--- src/rtl/lsu_mem_stage.sv ---
// lsu_mem_stage: RV32I MEM-stage load/store unit with byte lanes, load extension and sticky fault capture
module lsu_mem_stage #(
    parameter int MEM_WORDS = 'h901
) (
    input  logic        clk,
    input  logic        rst,
    input  logic        valid,
    input  logic        is_load,
    input  logic        is_store,
    input  logic [2:0]  funct3,
    input  logic [31:0] addr,
    input  logic [31:0] store_data,
    input  logic [4:0]  rd_in,
    input  logic        clear_fault,
    output logic        ram_is_store,
    output logic        ram_is_load,
    output logic [3:0]  ram_w_enable,
    output logic [31:0] ram_addr,
    output logic [31:0] ram_w_data,
    input  logic [31:0] ram_r_data,
    output logic        load_valid,
    output logic [31:0] load_data,
    output logic [4:0]  rd_out,
    output logic        fault,
    output logic [1:0]  fault_cause,
    output logic [31:0] fault_addr
);
    logic        acc, bad_f3, mis, oor, fault_now;
    logic [1:0]  cause_now;
    logic [3:0]  st_mask;
    logic        p_load;
    logic [2:0]  p_f3;
    logic [1:0]  p_off;
    logic [7:0]  lb;
    logic [15:0] lh;

    always_comb begin
        acc = valid & (is_load | is_store);
        bad_f3 = (is_load & is_store)
               | (is_load & (funct3 == 3'b011 || funct3[2:1] == 2'b11))
               | (is_store & (funct3[2] || funct3[1:0] == 2'b11));
        mis = (funct3[1:0] == 2'b01 && addr[0]) || (funct3[1:0] == 2'b10 && addr[1:0] != 2'b00);
        ram_addr = {2'b00, addr[31:2]};
        oor = ram_addr >= 32'(MEM_WORDS);
        cause_now = !acc ? 2'b00 : bad_f3 ? 2'b11 : mis ? 2'b01 : oor ? 2'b10 : 2'b00;
        fault_now = |cause_now;
        st_mask = funct3[1:0] == 2'b00 ? 4'b0001 << addr[1:0]
                : funct3[1:0] == 2'b01 ? (addr[1] ? 4'b1100 : 4'b0011) : 4'b1111;
        ram_is_store = ~rst & acc & is_store & ~fault_now;
        ram_is_load = ~rst & acc & is_load & ~fault_now;
        ram_w_enable = ram_is_store ? st_mask : 4'b0000;
        ram_w_data = funct3[1:0] == 2'b00 ? {4{store_data[7:0]}}
                   : funct3[1:0] == 2'b01 ? {2{store_data[15:0]}} : store_data;
        lb = ram_r_data[{p_off, 3'b000} +: 8];
        lh = p_off[1] ? ram_r_data[31:16] : ram_r_data[15:0];
        load_valid = p_load;
        load_data = !p_load ? 32'd0
                  : p_f3[1:0] == 2'b00 ? {{24{lb[7] & ~p_f3[2]}}, lb}
                  : p_f3[1:0] == 2'b01 ? {{16{lh[15] & ~p_f3[2]}}, lh} : ram_r_data;
    end

    always_ff @(posedge clk) begin
        if (rst) begin
            p_load      <= 1'b0;
            p_f3        <= 3'b000;
            p_off       <= 2'b00;
            rd_out      <= 5'd0;
            fault       <= 1'b0;
            fault_cause <= 2'b00;
            fault_addr  <= 32'd0;
        end else begin
            p_load <= acc & is_load & ~fault_now;
            p_f3   <= funct3;
            p_off  <= addr[1:0];
            rd_out <= rd_in;
            if (fault_now && (!fault || clear_fault)) begin
                fault       <= 1'b1;
                fault_cause <= cause_now;
                fault_addr  <= addr;
            end else if (clear_fault) begin
                fault <= 1'b0;
            end
        end
    end
endmodule

--- config.mk ---
export PLATFORM = sky130hd
export DESIGN_NAME = lsu_mem_stage
export DESIGN_NICKNAME = d
export VERILOG_FILES = /design/src/rtl/lsu_mem_stage.sv
export SDC_FILE = /design/constraint.sdc
export NUM_CORES = 1
export LEC_CHECK = 0
export CAP_MARGIN = 10
export CORE_ASPECT_RATIO = 0.9
export CORE_MARGIN = 2
export CORE_UTILIZATION = 35
export CTS_BUF_LIST = sky130_fd_sc_hd__clkbuf_4
export CTS_CLUSTER_DIAMETER = 80
export DETAILED_ROUTE_END_ITERATION = 10
export GPL_TIMING_DRIVEN = 0
export PLACE_DENSITY = 0.8
export SYNTH_ARGS = -nofsm -noshare
export SYNTH_HDL_FRONTEND = slang
export SYNTH_SLANG_ARGS = --single-unit
--- constraint.sdc ---
create_clock -name clk -period 4.2 [get_ports clk]
set_input_delay 0.84 -clock clk [delete_from_list [all_inputs] [get_ports clk]]
set_output_delay 0.84 -clock clk [all_outputs]
set_load 0.005 [all_outputs]
==> results of run 1 <==
[power by group through the flow]
stage / Sequential (mW) / Combinational [mW] / Clock [mW]
2_1_floorplan: 0.510 / 0.238 / 0
3_3_place_gp: 0.509 / 0.548 / 0
3_5_place_dp: 0.512 / 0.558 / 0
4_1_cts: 0.502 / 0.562 / 0.262
5_1_grt: 0.508 / 0.603 / 0.280
6_report: 0.503 / 0.562 / 0.262
[worst min-delay path, stage by stage, from the launching register on]
cell and delay [ps]:
dfxtp_1 330, o21ai_0 70, a21oi_1 70
[routing by layer]
metal	up-vias	track usage	wire, um
li1	2227	-	-
met1	2165	0.2978	5977
met2	237	0.4155	7097
met3	31	0.07361	1379
met4	0	0.08068	311
met5	-	0	0
[final cells by class]
class / count / area, sq um / area share
inverters: 23 / 86.33 / 0.01334
multi-input cells: 327 / 2226 / 0.3440
clock buffers: 5 / 37.54 / 0.005800
plain buffers: 82 / 508.0 / 0.07850
flip-flops and latches: 46 / 920.9 / 0.1423
repair buffers: 250 / 2497 / 0.3859
well taps: 129 / 161.4 / 0.02494
clock inverters: 2 / 33.78 / 0.005220
[placed cells by master (no fill, tap or decap), types with 5 or more instances in the layout]
master           count
dfxtp_1             46
inv_1               23
nand2_1             85
a2bb2oi_1           30
a32oi_1             18
mux4_2               8
o21ai_1             20
o211a_1              8
clkbuf_1            24
o21ai_0             13
nor2b_1              8
mux2i_1              8
buf_4               46
buf_2               10
a21oi_1             24
clkdlybuf4s50_1    248
clkbuf_4             5
a31oi_1              7
nor2_1              13
o221ai_1            15
nand3_1             14
mux2_2              17
o211ai_1             8
[synth_stat cells (all sizes together), types with 4 or more instances]
cell     instances  area [sq um]
nand2           85         319.1
buf             58         414.1
dfxtp           46         920.9
o21ai           35         182.7
a2bb2oi         30         262.8
a21oi           25         125.1
clkbuf          24         90.09
inv             23         86.33
a32oi           18         157.7
mux2            17         191.4
nor2            15         71.32
o221ai          15         131.4
nand3           14         70.07
mux2i            8         80.08
mux4             8         180.2
nor2b            8         50.05
o211a            8         80.08
o211ai           8         60.06
a31oi            7         43.79
nor4             6         37.54
nor3             4         47.54
[state kept, by name, indices dropped and copies added (netlist names)]
name         count
fault_addr      32
rd_out           5
p_f3             3
fault_cause      2
p_off            2
fault            1
load_valid       1
[stage by stage]
stage	setup TNS [ps]	util
4_1_cts	0	0.6260
6_report	0	0.6288
3_5_place_dp	0	0.6185
2_1_floorplan	0	-
3_3_place_gp	0	0.6185
5_1_grt	-49.21	0.6288
[logic make-up (layout without fill, tap and decap cells)]
logic type | count (synthesis) | count (layout) | synth area share
buf+inv | 105 | 362 | 0.1589
compound gates | 152 | 152 | 0.2938
xor+xnor | 1 | 1 | 0.002357
other cells | 1 | 2 | 0.001009
flops | 46 | 46 | 0.2477
simple gates | 139 | 139 | 0.1747
mux | 33 | 33 | 0.1215
[worst paths after layout]
path | startpoint | endpoint | slack (ps) | cells past startpoint
min reg2reg | fault_cause[0]$_SDFFE_PP0P_ | fault_cause[0]$_SDFFE_PP0P_ | 510 | 2
min | fault_cause[0]$_SDFFE_PP0P_ | fault_cause[0]$_SDFFE_PP0P_ | 510 | 2
max reg2reg | fault$_SDFFE_PP0P_ | fault_addr[13]$_SDFFE_PP0P_ | 2350 | 6
max | addr[21] | ram_w_enable[1] | 110 | 8
[timing repair]
| item | in CTS | in global routing |
|---|---|---|
| gates resized for setup | 1 | 3 |
| pin swaps | 0 | 3 |
| buffers inserted | 0 | 2 |
| setup endpoints to repair | 2 | 5 |
==> run_results.csv, run 1 <==
group,metric,value,unit
floorplanning,die_w,112.6,um
pwr,p_seq_frac,0.379,
floorplanning,fp.dieArea,0.01146,sq mm
global_routing,grt_usage,0.2443,
sta,fmax,244.4,MHz
placement,place_hpwl,11700,um
setup_path,startpoint_type,"input pin",
floorplanning,ios,253,
pwr,power.density,205.0,mW/mm^2
setup_path,crit_path_max_incr_delay,550,ps
routing,post-route-drc-count,0,
sta,grt_setup_unrepaired,"yes",
pwr,power_leakage,2.607,nW
synth,synthesis.area,0.003717,sq mm
placement,port_buffers,248,
clock_network,cts_tree,"built",
routing,wl,14770,um
floorplanning,fp-row-count,35,
global_routing,grt_pass1_vias,4645,
setup_path,crit_path_frequent_cell,"clkdlybuf4s50_1",
clock_network,insertion_delay,350,ps
setup_path,critPathTopFamily,"buffers and inverters",
final_layout,area_growth,74.08,%
final_layout,antenna_cells,0,
setup_path,critPathKind,"in -> out",
synth,synth_cells,477,
setup_path,crit_path_cell_trace,"clkdlybuf4s50_1 > nor4_1 > nand4_1 > nor3_2 > buf_6 > nand4_2 > a21oi_1 > clkdlybuf4s50_1",
sta,finClkSkew,13.71,ps
synth,synth_cell_types,40,
setup_path,cp-end-kind,"output port",
sta,post-route-min-period,4092,ps
synth,synth_area_per_cell,7.793,sq um
routing,drt-initial-drc-count,279,
pwr,clockPowerShare,0.197,
clock_network,h-tree-depth,2,
final_layout,nets,845,
clock_network,cts_buffer_depth,2,
final_layout,post-route-cell-area,0.006471,sq mm
pwr,p_switching,0.3931,mW
placement,place_area,0.006365,sq mm
sta,holdWs,505.3,ps
floorplanning,core-area,0.01029,sq mm
final_layout,fill_cells,888,
synth,ys_seq_elements,46,
global_routing,grt_max_degree,14,
synth,synth_ff_type,"dfxtp_1",
routing,final_antenna_net_count,0,
clock_network,clkTransAtPathRegs,130,ps
synth,ys_async_sr_fraction,0,
setup_path,crit_slowest_cell,"clkdlybuf4s50_1",
sta,layout_setup_ws,108.4,ps
setup_path,crit_buf_inv,3,
floorplanning,start_util,0.3612,
routing,viasPerCell,5.394,
min_path,hold_path_class,"reg -> reg",
pwr,power.total,1.326,mW
clock_network,cts_root_buf,"clkbuf_4",
synth,ys_warn_count,0,
global_routing,grt_antenna_before_repair,0,
clock_network,cts_made_buffers,5,
floorplanning,die_h,101.8,um
routing,num_vias,4660,
placement,post-place-ws,3.259,ps
clock_network,clock_sinks,46,
pwr,switching_share,0.2964,
pwr,peakVddDrop,0.1567,mV
sta,finalSetupViolations,0,
sta,period_share,0.9742,
pwr,internal_power,0.9334,mW
final_layout,drive_gt1_frac,0.1401,
pwr,combPwrFrac,0.424,
outcome,status,"finished clean",
sta,worst_pin_slew,891.1,ps
sta,relSlewSlack,0.4047,
routing,drtPass1Iterations,5,
sta,hold_violations,0,
routing,routedWlPerCell,17.09,um
global_routing,grt_first_pass_wirelength,22900,um
sta,drv_slew,0,
setup_path,critPathRequiredTime,3360,ps
setup_path,arrival,3250,ps
placement,place_inst,855,
placement,place_congestion,0.8637,
run,cap_viol_max_count,0,
synth,ys_seq_area_frac,0.2477,
final_layout,final_cell_count_no_fill,864,
synth,synth_edf_count,0,
global_routing,overflow,0,
clock_network,ctsHoldBuffers,0,
setup_path,critPathMaxFanout,10,
No activity file was read; power rests on OpenSTA's default activity.
==> run 2, diff against run 1 <==
Settings changed: ABC_AREA from default to 1, CORE_MARGIN 2 to 1.5, PLACE_DENSITY 0.8 to 0.81.
==> run_results.csv, run 2 <==
group,metric,value,unit
routing,routedWlPerCell,14.19,um
synth,synth.most_common_cell,"nand2_1",
run,cap_viol_max_count,0,
floorplanning,fp.dieArea,0.01068,sq mm
synth,synth_commonest_cells,"nand2_1 (116), nor2_1 (86), inv_1 (76), a21oi_1 (71), dfxtp_1 (46)",
sta,hold_violations,0,
routing,drt-initial-drc-count,351,
clock_network,cts_buffer_depth,2,
pwr,power_leakage,2.879,nW
global_routing,overflow,0,
sta,worst_pin_slew,628.4,ps
final_layout,top_register,"fault_addr",
synth,synth_top_area_share,0.2614,
sta,drv_slew,0,
floorplanning,start_util,0.3617,
sta,finClkSkew,15.08,ps
clock_network,cts_made_buffers,5,
setup_path,cp-end-kind,"output port",
sta,grt_setup_unrepaired,"no",
sta,fmax,254.7,MHz
sta,fin_tns_setup,0,ps
clock_network,ctsHoldBuffers,0,
placement,place_inst,966,
routing,wl,13850,um
routing,final_antenna_net_count,0,
clock_network,insertion_delay,380,ps
clock_network,clkTransAtPathRegs,130,ps
final_layout,drive_gt1_frac,0.1082,
synth,synth_cells,590,
final_layout,final_cell_mix,"clkdlybuf4s50_1 (249), nand2_1 (116), nor2_1 (85), inv_1 (76), a21oi_1 (71)",
final_layout,top_regs,"fault_addr: 32 flops, rd_out: 5 flops, p_f3: 3 flops",
synth,ys_warn_count,0,
global_routing,grt_usage,0.2510,
min_path,hold_path_class,"reg -> reg",
routing,num_vias,4739,
synth,synth_area_per_cell,5.972,sq um
pwr,power.density,213.4,mW/mm^2
pwr,peakVddDrop,0.1319,mV
placement,port_buffers,249,
routing,drtPass1Iterations,5,
setup_path,startpoint_type,"input pin",
sta,post-route-min-period,3926,ps
synth,synth_top_area_cell,"dfxtp_1",
synth,ys_seq_elements,46,
routing,post-route-drc-count,0,
setup_path,critPathMaxFanout,10,
placement,place_congestion,0.8732,
global_routing,grt_pass1_vias,4532,
clock_network,h-tree-depth,2,
final_layout,largest_reg_flops,32,
final_layout,antenna_cells,0,
setup_path,arrival,3090,ps
final_layout,nets,959,
sta,finalSetupViolations,0,
synth,ys_async_sr_fraction,0,
global_routing,grt_first_pass_wirelength,21620,um
synth,synth_edf_count,0,
floorplanning,core-area,0.009742,sq mm
floorplanning,fp-row-count,34,
clock_network,cts_tree,"built",
placement,place_area,0.006177,sq mm
pwr,power.total,1.334,mW
floorplanning,die_h,98.19,um
global_routing,grt_antenna_before_repair,0,
final_layout,area_growth,77.49,%
outcome,status,"finished clean",
floorplanning,ios,253,
clock_network,cts_root_buf,"clkbuf_4",
clock_network,clock_sinks,46,
synth,synth_cell_types,31,
global_routing,grt_max_degree,16,
sta,relSlewSlack,0.5795,
sta,period_share,0.9347,
synth,synth_ff_type,"dfxtp_1",
setup_path,critPathKind,"in -> out",
routing,viasPerCell,4.856,
final_layout,post-route-cell-area,0.006254,sq mm
floorplanning,die_w,108.8,um
final_layout,final_cell_count_no_fill,976,
synth,synth.area.top_cells,"dfxtp_1 (26%), nand2_1 (12%), a21oi_1 (10%)",
sta,holdWs,497.1,ps
setup_path,critPathRequiredTime,3360,ps
placement,place_hpwl,11040,um
final_layout,layout_commonest_cell,"clkdlybuf4s50_1",
synth,ys_seq_area_frac,0.2614,
synth,synthesis.area,0.003523,sq mm
run 2: logic make-up (layout without fill, tap and decap cells):
| group | Yosys count | in the layout | synth area share |
|---|---|---|---|
| AO/OA/AOI/OAI | 134 | 134 | 0.2156 |
| buffers and inverters | 154 | 413 | 0.2216 |
| flip-flops | 46 | 46 | 0.2614 |
| multiplexers | 1 | 1 | 0.002841 |
| other | 1 | 2 | 0.001064 |
| AND/OR/NAND/NOR | 254 | 254 | 0.2976 |
run 2: area by class of cell:
| class | instances | area [sq um] |
|---|---|---|
| clock inverter | 3 | 21.27 |
| tap | 126 | 157.7 |
| sequential | 46 | 920.9 |
| fill | 873 | 3488 |
| inverter | 81 | 309.0 |
| buffer | 73 | 471.7 |
| timing repair buffer | 251 | 2507 |
| clock buffer | 5 | 37.54 |
| multi-input combinational | 391 | 1828 |
run 2: power breakdown:
part	switching [mW]	leakage, nW	internal (mW)	total (mW)
sequential	0.0260	0.382	0.480	0.506
combinational	0.261	2.47	0.346	0.607
clock	0.156	0.0312	0.0654	0.221
total	0.443	2.88	0.892	1.33
run 2: metrics by stage:
step	setup slack [ps]	utilization
floorplan	1470	-
global route	7.851	0.6419
global placement	228.5	0.6341
finish	274.1	0.6419
CTS	163.1	0.6401
detailed placement	177.2	0.6341
run 2: timing repair:
item,in CTS,in global routing
setup endpoints to repair,0,8
gates resized for setup,0,1
setup buffers,0,2
run 2: routing by layer:
metal | vias up | share of wire | global-route usage
met5 | - | 0 | 0
met4 | 0 | 0.019 | 0.05972
met3 | 24 | 0.094 | 0.06409
met2 | 235 | 0.48 | 0.4359
met1 | 2140 | 0.41 | 0.3077
li1 | 2340 | - | -
run 2: worst paths after layout:
check | from | endpoint | slack [ps] | cells past startpoint
worst max-delay path | addr[25] | ram_is_load | 270 | 15
worst min-delay path | fault_cause[1]$_SDFFE_PP0P_ | fault_cause[1]$_SDFFE_PP0P_ | 500 | 2
worst min register to register | fault_cause[1]$_SDFFE_PP0P_ | fault_cause[1]$_SDFFE_PP0P_ | 500 | 2
worst max register to register | fault$_SDFFE_PP0P_ | fault_addr[29]$_SDFFE_PP0P_ | 2470 | 7
run 2: worst max-delay path, stage by stage:
cell             delay (ps)
clkdlybuf4s50_1         470
nor2_1                  110
nand2_1                  70
nor2_2                  150
nand2_1                  60
nor2_1                   90
nand2_1                  70
nand2_1                  70
nand2_2                  70
nand2_2                  90
nand2_4                  70
buf_6                   150
buf_8                   150
nor2_1                   80
clkdlybuf4s50_1         530
